--- src/rtl/div_unit.sv ---
// Multi-cycle RV32M DIV/DIVU/REM/REMU using 32-step restoring division; writes the result back via wen/waddr/wdata.
// Latency: 33 cycles from accept to the wen cycle; with DIV_UNIT_EARLY_OUT_EN, divide-by-zero and signed overflow finish 1 cycle after accept.
// Backpressure: in_ready is high only in IDLE with no flush; flush or reset_n cancels the operation in flight with no write-back.
module div_unit (
    input  logic        clk,
    input  logic        reset_n,
    input  logic        flush,
    input  logic        in_valid,
    output logic        in_ready,
    input  logic [1:0]  op,
    input  logic [4:0]  rd,
    input  logic [31:0] dividend,
    input  logic [31:0] divisor,
    output logic        busy,
    output logic        wen,
    output logic [4:0]  waddr,
    output logic [31:0] wdata
);
    typedef enum logic [1:0] {IDLE = 2'd0, CALC = 2'd1, DONE = 2'd2} state_t;

    state_t      state_q, state_d;
    logic [4:0]  cnt_q, cnt_d;
    logic [1:0]  op_q, op_d;
    logic [4:0]  rd_q, rd_d;
    logic        sd_q, sd_d, sv_q, sv_d;
    logic [31:0] dvs_q, dvs_d;
    logic [31:0] quo_q, quo_d;
    logic [31:0] rem_q, rem_d;
    logic [4:0]  waddr_q, waddr_d;
    logic [31:0] wdata_q, wdata_d;

    logic        signed_op;
    logic [31:0] abs_dvd, abs_dvs;
    logic [32:0] shifted;
    logic        ge;
    logic [31:0] rem_step, quo_step, q_fix, r_fix, result;

    assign in_ready = (state_q == IDLE) && !flush;
    assign busy     = (state_q != IDLE);
    assign wen      = (state_q == DONE) && !flush;
    assign waddr    = waddr_q;
    assign wdata    = wdata_q;

    // quo_q starts as the dividend magnitude and fills with quotient bits as its MSBs shift out
    always_comb begin
        signed_op = !op[0];
        abs_dvd   = (signed_op && dividend[31]) ? -dividend : dividend;
        abs_dvs   = (signed_op && divisor[31])  ? -divisor  : divisor;
        shifted   = {rem_q, quo_q[31]};
        ge        = (shifted >= {1'b0, dvs_q});
        rem_step  = ge ? 32'(shifted - {1'b0, dvs_q}) : shifted[31:0];
        quo_step  = {quo_q[30:0], ge};
        q_fix     = (!op_q[0] && (sd_q != sv_q) && (dvs_q != 32'd0)) ? -quo_step : quo_step;
        r_fix     = (!op_q[0] && sd_q) ? -rem_step : rem_step;
        result    = op_q[1] ? r_fix : q_fix;
    end

`ifdef DIV_UNIT_EARLY_OUT_EN
    logic        eo_hit;
    logic [31:0] eo_result;

    always_comb begin
        eo_hit    = (divisor == 32'd0) ||
                    (signed_op && dividend == 32'h8000_0000 && divisor == 32'hFFFF_FFFF);
        eo_result = (divisor == 32'd0) ? (op[1] ? dividend : 32'hFFFF_FFFF)
                                       : (op[1] ? 32'd0 : 32'h8000_0000);
    end
`endif

    always_comb begin
        state_d = state_q;
        cnt_d   = cnt_q;
        op_d    = op_q;
        rd_d    = rd_q;
        sd_d    = sd_q;
        sv_d    = sv_q;
        dvs_d   = dvs_q;
        quo_d   = quo_q;
        rem_d   = rem_q;
        waddr_d = waddr_q;
        wdata_d = wdata_q;
        if (flush) begin
            state_d = IDLE;
        end else begin
            case (state_q)
                IDLE: begin
                    if (in_valid && in_ready) begin
                        op_d    = op;
                        rd_d    = rd;
                        sd_d    = dividend[31];
                        sv_d    = divisor[31];
                        dvs_d   = abs_dvs;
                        quo_d   = abs_dvd;
                        rem_d   = 32'd0;
                        cnt_d   = 5'd0;
                        state_d = CALC;
`ifdef DIV_UNIT_EARLY_OUT_EN
                        if (eo_hit) begin
                            state_d = DONE;
                            waddr_d = rd;
                            wdata_d = eo_result;
                        end
`endif
                    end
                end
                CALC: begin
                    rem_d = rem_step;
                    quo_d = quo_step;
                    cnt_d = cnt_q + 5'd1;
                    if (cnt_q == 5'd31) begin
                        state_d = DONE;
                        waddr_d = rd_q;
                        wdata_d = result;
                    end
                end
                DONE:    state_d = IDLE;
                default: state_d = IDLE;
            endcase
        end
    end

    always_ff @(posedge clk or negedge reset_n) begin
        if (!reset_n) begin
            state_q <= IDLE;
            cnt_q   <= 5'd0;
            op_q    <= 2'd0;
            rd_q    <= 5'd0;
            sd_q    <= 1'b0;
            sv_q    <= 1'b0;
            dvs_q   <= 32'd0;
            quo_q   <= 32'd0;
            rem_q   <= 32'd0;
            waddr_q <= 5'd0;
            wdata_q <= 32'd0;
        end else begin
            state_q <= state_d;
            cnt_q   <= cnt_d;
            op_q    <= op_d;
            rd_q    <= rd_d;
            sd_q    <= sd_d;
            sv_q    <= sv_d;
            dvs_q   <= dvs_d;
            quo_q   <= quo_d;
            rem_q   <= rem_d;
            waddr_q <= waddr_d;
            wdata_q <= wdata_d;
        end
    end
endmodule

--- config.mk ---
export PLATFORM = sky130hd
export DESIGN_NAME = div_unit
export DESIGN_NICKNAME = d
export VERILOG_FILES = /design/src/rtl/div_unit.sv
export SDC_FILE = /design/constraint.sdc
export NUM_CORES = 1
export LEC_CHECK = 0
export BUFFER_PORTS_ARGS = -buffer_cell sky130_fd_sc_hd__clkbuf_2
export CORE_AREA = 2 2 136 204
export DETAILED_ROUTE_END_ITERATION = 8
export DIE_AREA = 0 0 138 206
export PLACE_DENSITY = 0.64
export SLEW_MARGIN = 20
export SYNTH_ARGS = -nofsm -noshare
export SYNTH_HDL_FRONTEND = slang
export SYNTH_SLANG_ARGS = --single-unit
--- constraint.sdc ---
create_clock -name clk -period 4.6 [get_ports clk]
set_input_delay 0.92 -clock clk [delete_from_list [all_inputs] [get_ports clk]]
set_output_delay 0.92 -clock clk [all_outputs]
set_load 0.005 [all_outputs]
==> metrics list, run 1 <==
- Summing internal, switching and leakage power gives 10.0 mW.
* Total inserted antenna cells: 0
- Post-place instance area: ~0.013 mm2
* Post-Synthesis Net Count: ~1.6k
- Worst-case headroom to the max-slew limit: 32.9%
* Area inside the core boundary: 0.0269 mm2
- Cell area after technology mapping: 0.0115 mm2
- After synthesis, the mean cell area works out to 7.81 um2.
- Subtracting the final worst setup slack from the clock period gives 4.35 ns.
- Summed over all layers, the routed wires come to 36.4 mm.
- Setup violations remaining at the end of the flow were counted as 0.
- Worst hold-check slack: approximately 0.47 ns
- Setup slack closes at ~0.25 ns.
- The number of clock buffers added by TritonCTS is 17.
- Chip Height: just over 200 um
* Most used flip-flop cell after synthesis: sky130_fd_sc_hd__dfrtp_1
* Share of async-settable or async-resettable flops after synthesis: 100%
* Slew at the pin closest to its max-slew limit: ~1 ns
* Pre-CTS setup slack: approximately 0.17 ns
- Clock-pin slew was measured on the worst setup and hold paths at approximately 0.060 ns.
* Initial cell density of the core: 43.0%
- Along the worst path, the maximum fanout reaches 6.
* Period utilization: around 94%
- Together, buffers and inverters on the worst path number 1.
- The number of antenna violations at the first check in global routing is 0.
- Gp weighted congestion: 0.990
- After the last flow step, the layout net total stands at 1707.
- Across the run, the number of max-cap violations was 0.
- On the worst path, the slowest cell contributes a delay of 0.58 ns.
* #FFs+latches synth: around 150
- The floorplan has 74 rows.
- CTS placed an instance of sky130_fd_sc_hd__clkbuf_16 at the clock tree root.
* Remaining design rule violation count: 0
- Entering global routing, the biggest net connects 102 pins.
- Number of buffers on the longest clock path: 2
- Detail Route Antenna Nets: 0
- The worst setup path is of the register to register kind.
- The floorplan step defined a die boundary enclosing around 0.028 mm2.
- Total via count after detailed routing: 11.2k
* Filler cell count in the final layout: 2717
* Total non-filler cell area in the finished layout: 0.0135 mm2
* Wire length of the first global-routing pass: 58.0 mm
- Clock tree from TritonCTS: done
- Hold WC Path Type: register to register
- Ratio of cells with drive above 1 in the final layout: roughly 16%
- Clock Skews: 0.00789 ns
- For this run, the total global-route usage over all layers was measured as 25.7%.
* Cts hold-fix bufs: 0
- Number of synthesized flops with an enable pin: 0
* Iteration-0 DRC Markers: 728
- Count of different cell masters after synthesis: 87
- During synthesis, Yosys emitted a total of 0 warnings.
- Delay-heaviest family, CP: compound AO/OA/AOI/OAI gates
* Static leakage power: 6.01 nW
- Among all stages on the critical path, the largest delay is contributed by sky130_fd_sc_hd__or4b_1.
- Total negative slack for setup checks: 0 ns
* HPWL Detailed: 28.7 mm
- Width of the die: approximately 140 um
- For this design the ratio of total power to cell area is approximately 750 mW/mm2.
- Total grt overflow: 0
* Kind of start point of the critical path: register
* Layout-stage area growth over the synthesis result: 16.6%
- Walking the worst path, the cells encountered are ha_1 -> and3_1 -> and4_1 -> a41oi_2 -> o211ai_1 -> a21oi_2 -> nand2_4 -> inv_4 -> mux2i_2 -> ha_2 -> nand2_1 -> or4b_1 -> o311a_1 -> o21bai_4 -> a21oi_4 -> o21ai_1 -> xor2_1 -> o21ai_1.
- After technology mapping, the gate count stands at between 1k and 1.5k.
- The count of final hold-check violations is 0.
* Io pins: 115
* Later-pin clock latency in the skew report: 0.45 ns
- Arrival time at the worst endpoint: 4.67 ns
- Sequential elements use 32.3% of the synthesized area.
- The worst-case IR drop observed on VDD is 0.000396 V.
- The most numerous cell type found on the critical path is sky130_fd_sc_hd__o21ai_1.
- The number of global-route vias before repair is 10.8k.
* Crit path capture type: register
- Number of sinks handled by clock tree synthesis: roughly 150
* Port Buffer Count: 114
- Static timing analysis puts the maximum clock frequency at 230 MHz.
- The run finished with clean final reports.
- WL per Instance: 18.7 um
- The clock tree synthesis step divided the H-tree into 4 levels.
* Number of vias per cell: 5.74
- Final Max Slew Viols: 0
* Critical Path RT: 4.93 ns
- For this run, the detailed router's first-pass iteration total came to 5.
==> state kept, by name, summed over array words and instances (netlist names) <==
name and count:
cnt_q 5, dvs_q 32, op_q 2, quo_q 32, rd_q 5, rem_q 32
sd_q 1, state_q 2, sv_q 1, waddr 5, wdata 32
==> logic make-up after synthesis <==
group / Yosys count / share of synthesized area, %
and+or+nand+nor: 537 / 21.6
AOI/OAI and AO/OA: 445 / 23.9
DFF: 149 / 32.3
buffers and inverters: 143 / 4.88
xor gates and xnor gates: 139 / 10.7
adders and majority gates: 39 / 4.29
muxes: 26 / 2.30
==> worst paths after layout <==
kind | depth (start not counted) | start | endpoint | slack (ns)
max | 18 | rem_q[8] | wdata[28] | 0.25
min | 2 | rd_q[4] | waddr[4] | 0.47
max reg2reg | 18 | rem_q[8] | wdata[28] | 0.25
min reg2reg | 2 | rd_q[4] | waddr[4] | 0.47
max in group asynchronous | 2 | reset_n | rem_q[13] | 3.13
min in group asynchronous | 1 | reset_n | cnt_q[2] | 0.58
==> tightest hold or removal path, stage by stage, from the launching register on <==
cell                      delay (ns)
sky130_fd_sc_hd__dfrtp_1        0.34
sky130_fd_sc_hd__nand2_1        0.05
sky130_fd_sc_hd__nand2_1        0.05
==> area by class of cell <==
cell class	count	area, um2	share of cell area (%)
clock buffer	20	447	3.32
clock inverter	12	153	1.13
multi-input combinational	1186	7400	55.0
sequential	149	3730	27.7
inverter	64	243	1.80
timing repair buffer	175	1060	7.87
tap	342	428	3.18
==> metal layers <==
| metal | global-route usage [%] | share of wire, % | vias to the layer above |
|---|---|---|---|
| met2 | 47.9 | 53 | 241 |
| li1 | - | - | 5521 |
| met3 | 3.38 | 3.0 | 69 |
| met1 | 28.6 | 39 | 5359 |
| met5 | 0 | 0 | - |
| met4 | 13.0 | 4.5 | 0 |
==> where the power goes <==
group	internal, mW	total [mW]	switching (mW)
registers	1.59	1.98	0.395
clock network	0.866	1.45	0.582
logic	2.67	6.61	3.94
==> placed cells by master, fill, tap and decap left out, drive strengths merged, types with 24 or more instances in the layout <==
master / count
nand2: 238
o21ai: 184
dfrtp: 149
clkbuf: 133
nor2: 108
a21oi: 87
xnor2: 71
xor2: 68
inv: 65
buf: 62
nor3: 45
ha: 38
o22ai: 34
nand3: 24
==> what timing repair did <==
action	CTS	global route
setup buffers	0	2
setup endpoints to repair	0	9
resized for setup	0	23
==> synthesized netlist by cell type, drive strengths merged (9+ instances only) <==
master / n / share of area, %
nand2: 238 / 7.8
o21ai: 184 / 8.0
dfrtp: 149 / 32
nor2: 108 / 3.5
a21oi: 87 / 3.8
xnor2: 71 / 5.5
xor2: 68 / 5.2
inv: 64 / 2.1
clkbuf: 58 / 1.9
nor3: 45 / 2.0
ha: 38 / 4.1
o22ai: 34 / 1.8
nand3: 24 / 1.0
nor4: 23 / 1.2
mux2i: 22 / 1.9
buf: 21 / 0.91
a31oi: 19 / 1.0
o31ai: 14 / 0.91
and2: 12 / 0.65
and3: 12 / 0.65
nand2b: 12 / 0.65
nand4: 12 / 0.70
a211oi: 11 / 0.72
a21o: 11 / 0.78
or3: 9 / 0.49
==> through the flow <==
step	cells	util, %
after floorplan	1478	-
after global placement	1914	47.4
after detailed placement	1914	47.4
after CTS	1946	49.6
after global routing	1948	50.1
final	1948	50.1
No activity file was read; power rests on OpenSTA's default activity.
==> run 2, diff against run 1 <==
- PLACE_DENSITY: 0.64 -> 0.61
==> run 2 against run 1 <==
  * Wire length is 0.38% higher
  * Final cell count shrank 0.21%
  * Utilization shrank 0.35 points
  * Critical path type unchanged
==> metrics list, run 2 (synthesis results as in run 1) <==
- Share of power burned in registers: 20.2%
- After layout, the worst path uses between 90% and 100% of the clock period.
- Io pins: 115
- STA classifies the critical path endpoint as a register.
- The startpoint identified for the worst register-to-register timing path is rem_q[11].
* Slack of the worst reg-to-reg path: 0.23 ns
- Measured against its own limit, the worst slew margin works out to between 20 and 30%.
- WL per Instance: 18.8 um
* Port Buffer Count: approximately 110
- The clock reaches the later pin of the worst-skew pair after 0.46 ns.
* Wire length of the first global-routing pass: roughly 59 mm
* Die ar.: 0.0284 mm2
* Worst-case reg-to-reg path depth: 18
- VDD sags by at most 0.000412 V.
- Layout-stage area growth over the synthesis result: 15.8%
- Along the worst path, the maximum fanout reaches 6.
- Walking the worst path, the cells encountered are ha_2 -> and2_1 -> and4_1 -> a41oi_1 -> o211ai_1 -> a21oi_2 -> nand2_4 -> inv_4 -> mux2i_4 -> ha_2 -> nand2_1 -> or4b_1 -> o311a_1 -> o21bai_4 -> a21oi_4 -> o21ai_1 -> xor2_1 -> o21ai_1.
- Root Driver: sky130_fd_sc_hd__clkbuf_16
- Crit path largest cell delay: around 0.6 ns
- The slowest stage of the critical path is the sky130_fd_sc_hd__or4b_1 cell.
* Width of the die: 138 um
- The analysis attributes to net switching a power of 4.88 mW.
* NumNets Final: 1703
- The floorplan step set the die height to 206 um.
- Total non-filler cell area in the finished layout: about 0.013 mm2
- Entering global routing, the biggest net connects 88 pins.
- Critical Path RT: 4.98 ns
- Power, Total: 9.93 mW
* Remaining design rule violation count: 0
- The placed instances occupy a cell area of 0.0127 mm2.
- Clock power frac: 14.9%
* Final Max Slew Viols: 0
- Worst reg2reg endpoint: wdata[28]
* Switching fraction of total power: 49.2%
- Hold repair after CTS inserted 0 buffers.
- The total area inside the core boundary comes to 0.0269 mm2.
* Initial cell density of the core: 43.0%
- Counting instances, the worst hold path has a depth of 2.
- Number of antenna violations at the first check in global routing: 0
- Global routing consumed, over all layers together, 26.3% of the routing resources.
- Number of buffers on the longest clock path: 2
- Timing would allow up to between 200 and 250 MHz.
* H-tree levels: 4
* Static leakage power: 5.98 nW
- In this run the remaining antenna-violating nets after routing total 0.
* Slew at the pin closest to its max-slew limit: 1.06 ns
- Kind of critical path: register to register
- Max-cap violations in this run came to 0.
- In this run, the number of DRC markers left after iteration 0 of detailed routing was 634.
- Start point of the critical path: rem_q[11]
* Commonest non-fill, non-tap cell in the layout: sky130_fd_sc_hd__nand2_1
* Number of sinks handled by clock tree synthesis: 149
* Beginning of the worst hold path: rd_q[4]
- Number of CTS-inserted buffers: 17
- Combinational group share of total power: between 60% and 70%
- Power per unit of standard cell area: 742 mW/mm2
- For this run the aggregate overflow at the end of global routing stands at 0.
* Ratio of cells with drive above 1 in the final layout: 15.4%
- Kind of start point of the critical path: register
* Run status: finished clean
* Setup slack after layout: between 0.2 and 0.25 ns
- Across all layers, the routed design uses 11.1k vias.
* Pre-CTS setup slack: 0.143 ns
- For the worst setup path, the data arrival time is 4.75 ns.
- 0 antenna diodes ended up in the layout.
- Most used cells in the layout excluding fill and tap cells: sky130_fd_sc_hd__nand2_1 (235), sky130_fd_sc_hd__o21ai_0 (161), sky130_fd_sc_hd__dfrtp_1 (147)
* Hold WC Path Type: register to register
- HPWL Detailed: approximately 29 mm
- Number of vias per cell: 5.69
- The routed design could run at a clock period as short as between 4 and 5 ns.
- DRT Wirelength: 36.5 mm
- Number of endpoints failing setup at the final stage: 0
- For the final database, setup skew stands at 0.0174 ns.
* Clock slew at the register clock pins of the worst setup and hold paths: 0.07 ns
* Utilization after layout: 49.8%
- The count of final hold-check violations came to 0.
* First-pass iteration count of the detailed router: 5
* Clock tree from TritonCTS: done
- Via count of the first global-routing pass: 11.1k
* Total negative slack for setup checks: 0 ns
- Total number of placement rows: 74
* Gp weighted congestion: 0.946
* Total internal power: ~5 mW
- Filler cell count in the final layout: 2678
* End point of the most critical hold path: waddr[4]
[run 2: per-stage QoR]
step | hold slack [ns] | instances
global placement | 0.452 | 1910
detailed placement | 0.457 | 1910
global route | 0.494 | 1944
finish | 0.466 | 1944
CTS | 0.471 | 1942
floorplan | 0.439 | 1478
[run 2: worst max path at each step]
stage                      endpoint  slack (ns)  depth (start not counted)
after CTS                 wdata[28]        0.12                         18
after detailed placement  wdata[28]        0.14                         18
after global routing      wdata[28]      -0.002                         19
after global placement    wdata[28]        0.28                         18
final                     wdata[28]        0.23                         18
after floorplan           wdata[28]        0.02                         21
[run 2: metal layers]
| layer | share of wire (%) | global-route usage (%) | vias to the layer above |
|---|---|---|---|
| met4 | 5.5 | 15.3 | 0 |
| met3 | 3.0 | 3.24 | 82 |
| met2 | 52 | 47.8 | 263 |
| li1 | - | - | 5504 |
| met1 | 40 | 29.6 | 5215 |
| met5 | 0 | 0 | - |
[run 2: power groups by stage]
| stage | clock network [mW] | registers, mW | logic, mW |
|---|---|---|---|
| 2_1_floorplan | 0 | 1.83 | 4.62 |
| 3_3_place_gp | 0 | 2.00 | 6.27 |
| 4_1_cts | 1.51 | 1.98 | 6.32 |
| 3_5_place_dp | 0 | 2.01 | 6.25 |
| 5_1_grt | 1.57 | 2.05 | 7.13 |
| 6_report | 1.48 | 2.00 | 6.44 |
[run 2: area by class of cell]
cell class	instances	area, um2	share of cell area, %
multi-input combinational	1186	7340	54.9
sequential	149	3730	27.9
timing repair buffer	171	1020	7.61
clock buffer	18	439	3.28
tap	342	428	3.20
inverter	64	243	1.82
clock inverter	14	175	1.31
[run 2: repair_timing]
| action | CTS | global route |
|---|---|---|
| buffers inserted | 0 | 2 |
| hold endpoints to repair | 0 | 0 |
| endpoints found under the setup margin | 0 | 10 |
| resized for setup | 0 | 10 |
[run 2: worst max-delay path, delay by kind of cell (launching register included)]
family / cells / cell delay, ns
xor gates and xnor gates: 1 / 0.16
adders and majority gates: 2 / 0.56
muxes: 1 / 0.23
AOI/OAI and AO/OA: 8 / 1.60
DFF: 1 / 0.46
and+or+nand+nor: 5 / 1.18
buffers and inverters: 1 / 0.08
==> run 3, diff against run 2 <==
- PLACE_DENSITY: 0.61 -> 0.59
- clock period: 4.6 -> 4.1 ns (I/O delays scaled with it)
==> run 3 against run 2 <==
  * Maximum frequency is 9.6% higher
  * Design area is 11% higher
  * First-iteration DRC count is 2.1% higher
  * Clock skew is 0.0087 ns lower
  * Via count is 4.7% higher
  * Die area stayed put
  * Combinational power is 39% higher
  * Setup slack worse by 0.12 ns
  * Critical path depth is 2 lower
  * Sequential share of layout area is 2.7 points lower
  * Sequential cell count stayed put
  * Largest cell class unchanged
==> metrics list, run 3 (synthesis results as in run 1) <==
- The flow ran to the end, and the final reports show no timing, DRC or antenna violations.
- Utilization after layout: 55.1%
* Maximum number of pins on one net before global-route repair: 89
- Gr usage total: about 27%
- Detailed routing placed a total of 1.07 mm of wire on met3.
- The area growth from synthesis to layout is 28.1%.
- Share of power burned in registers: between 15 and 20%
- Initial cell density of the core: 43.0%
* Met1 Routed Length: 15.4 mm
* Kind of start point of the critical path: register
- Total area of multi-input combinational cells: 0.00778 mm2
- On the critical path the largest part of the delay comes from compound AO/OA/AOI/OAI gates.
- Remaining design rule violation count: 0
- The design draws 12.8 mW.
- Port Buffer Count: between 100 and 150
- Number of sinks handled by clock tree synthesis: 149
- For this run, the top clock speed supported by timing is 251 MHz.
* DRT Wirelength: 38.6 mm
* Count of non-filler cells in the finished layout: 2070
- Switching fraction of total power: 47.1%
- Pre-CTS setup slack: -0.0769 ns
- At the pin with the least slew margin, the transition time is 0.995 ns.
* Detail Route Antenna Nets: 0
- For the final database, setup skew stands at 0.00867 ns.
* Most used cells in the layout excluding fill and tap cells: sky130_fd_sc_hd__nand2_1 (228), sky130_fd_sc_hd__buf_4 (178), sky130_fd_sc_hd__o21ai_0 (159)
- Final hold analysis gives a worst-case slack of 0.346 ns.
* Final Max Slew Viols: 0
* Later-pin clock latency in the skew report: 0.45 ns
- The number of global-route vias before repair came to 11.5k.
- Io pins: ~120
- Worst-case headroom to the max-slew limit: between 30 and 40%
- Width of the die: 138 um
* Area inside the core boundary: 0.0269 mm2
* First-pass iteration count of the detailed router: 5
- The clock passes through at most 2 buffers.
* Amount of wire on met2 after detailed routing: 20.0 mm
- VDD sags by at most 0.000434 V.
- Among all stages on the critical path, the largest delay is contributed by sky130_fd_sc_hd__a221oi_4.
- Total via count after detailed routing: approximately 12k
* Filler cell count in the final layout: 2610
* Total non-filler cell area in the finished layout: 0.0148 mm2
* Wire length of the first global-routing pass: roughly 62 mm
- In this run the power density over the cells is slightly below 900 mW/mm2.
- Period utilization: 97.2%
- Cell-by-cell trace of the critical path: inv_1 -> ha_4 -> inv_1 -> fa_2 -> a21o_1 -> a221oi_4 -> o21bai_4 -> a311oi_4 -> o32ai_2 -> a2111o_1 -> a22oi_2 -> nand4_2 -> nor3b_2 -> mux2_2 -> a211oi_2 -> a21o_1
* Total internal power: 6.77 mW
- In this run the critical register-to-register path is launched from quo_q[31].
- Total negative slack for setup checks: 0 ns
- The number of antenna diodes in the final layout is 0.
- Number of antenna violations at the first check in global routing: 0
- Setup violations remaining at the end of the flow were counted as 0.
* Kind of critical path: register to register
- Tracing the worst setup path back leads to its startpoint at quo_q[31].
- The tree is rooted in a sky130_fd_sc_hd__clkbuf_16.
- Hold WC Path Type: input pin to asynchronous set/reset pin
* Max-capacitance violation count: 0
- Final hold violation count: 0
- Total grt overflow: 0
- Crit path capture type: register
- WL per Instance: 18.6 um
- After detailed routing, the number of vias per cell comes to roughly 5.6.
- Signal routing reaches up to met4.
- Maximum fanout along the worst path: 4
- Static leakage power: 6.67 nW
- Combinational group share of total power: 70.1%
- The H-tree was split into 4 levels.
* Arrival time at the worst endpoint: 4.37 ns
- Counting the buffers created by CTS gives 17.
- Clock period minus worst slack: approximately 4 ns
- The final layout contains 1829 nets.
- Routability-driven placement finished with a final weighted congestion of 0.967.
- Setup slack after layout: roughly 0.12 ns
- Ratio of cells with drive above 1 in the final layout: 25.2%
- In the final layout, flip-flops and latches occupy 0.00373 mm2.
* Chip Height: 206 um
- HPWL Detailed: roughly 31 mm
* Critical Path RT: around 4.5 ns
- The floorplan step defined a die boundary enclosing between 0.02 and 0.03 mm2.
- After detailed placement, the design holds a cell count of 2024.
- Total number of placement rows: 74
- The analysis attributes to net switching a power of 6.04 mW.
- Iteration-0 DRC Markers: between 600 and 700
- Crit path largest cell delay: 0.41 ns
* Commonest non-fill, non-tap cell in the layout: sky130_fd_sc_hd__nand2_1
* Clock tree from TritonCTS: done
- Post-place instance area: 0.0136 mm2
* Worst path bufs/invs: 2
- Clock slew at the register clock pins of the worst setup and hold paths: 0.07 ns
- Clock power frac: 13.1%
- Cts hold-fix bufs: 0
run 3: timing repair:
action                     4_1_cts  5_1_grt
buffers inserted                 0       15
setup endpoints to repair        5       15
pin swaps                        2       21
gates resized for setup          9       75
run 3: path summary, 6_finish.rpt:
kind | endpoint | slack, ns | depth (start not counted)
hold reg to reg | waddr[3] | 0.47 | 2
setup reg to reg | wdata[25] | 0.12 | 16
hold / removal | rd_q[0] | 0.35 | 1
min in group clk | waddr[3] | 0.47 | 2
max in group asynchronous | rem_q[12] | 2.81 | 2
setup / recovery | wdata[25] | 0.12 | 16
run 3: metal layers:
metal	up-vias	track usage, %
li1	5754	-
met1	5511	30.6
met2	242	50.5
met3	75	3.43
met4	0	15.3
met5	-	0
run 3: layout make-up:
cell class                      instances  area share, %
Timing Repair Buffer                  297           13.4
Tap cell                              342           2.89
Multi-Input combinational cell       1186           52.6
Clock inverter                         15           1.30
Clock buffer                           17           2.88
Sequential cell                       149           25.2
Inverter                               64           1.64
run 3: power by group through the flow:
stage               registers [mW]  logic [mW]  clock network [mW]
floorplan                     2.05        5.24                   0
finish                        2.15        8.98                1.68
CTS                           2.11        8.23                1.72
global route                  2.20        9.79                1.77
global placement              2.12        8.11                   0
detailed placement            2.13        8.12                   0
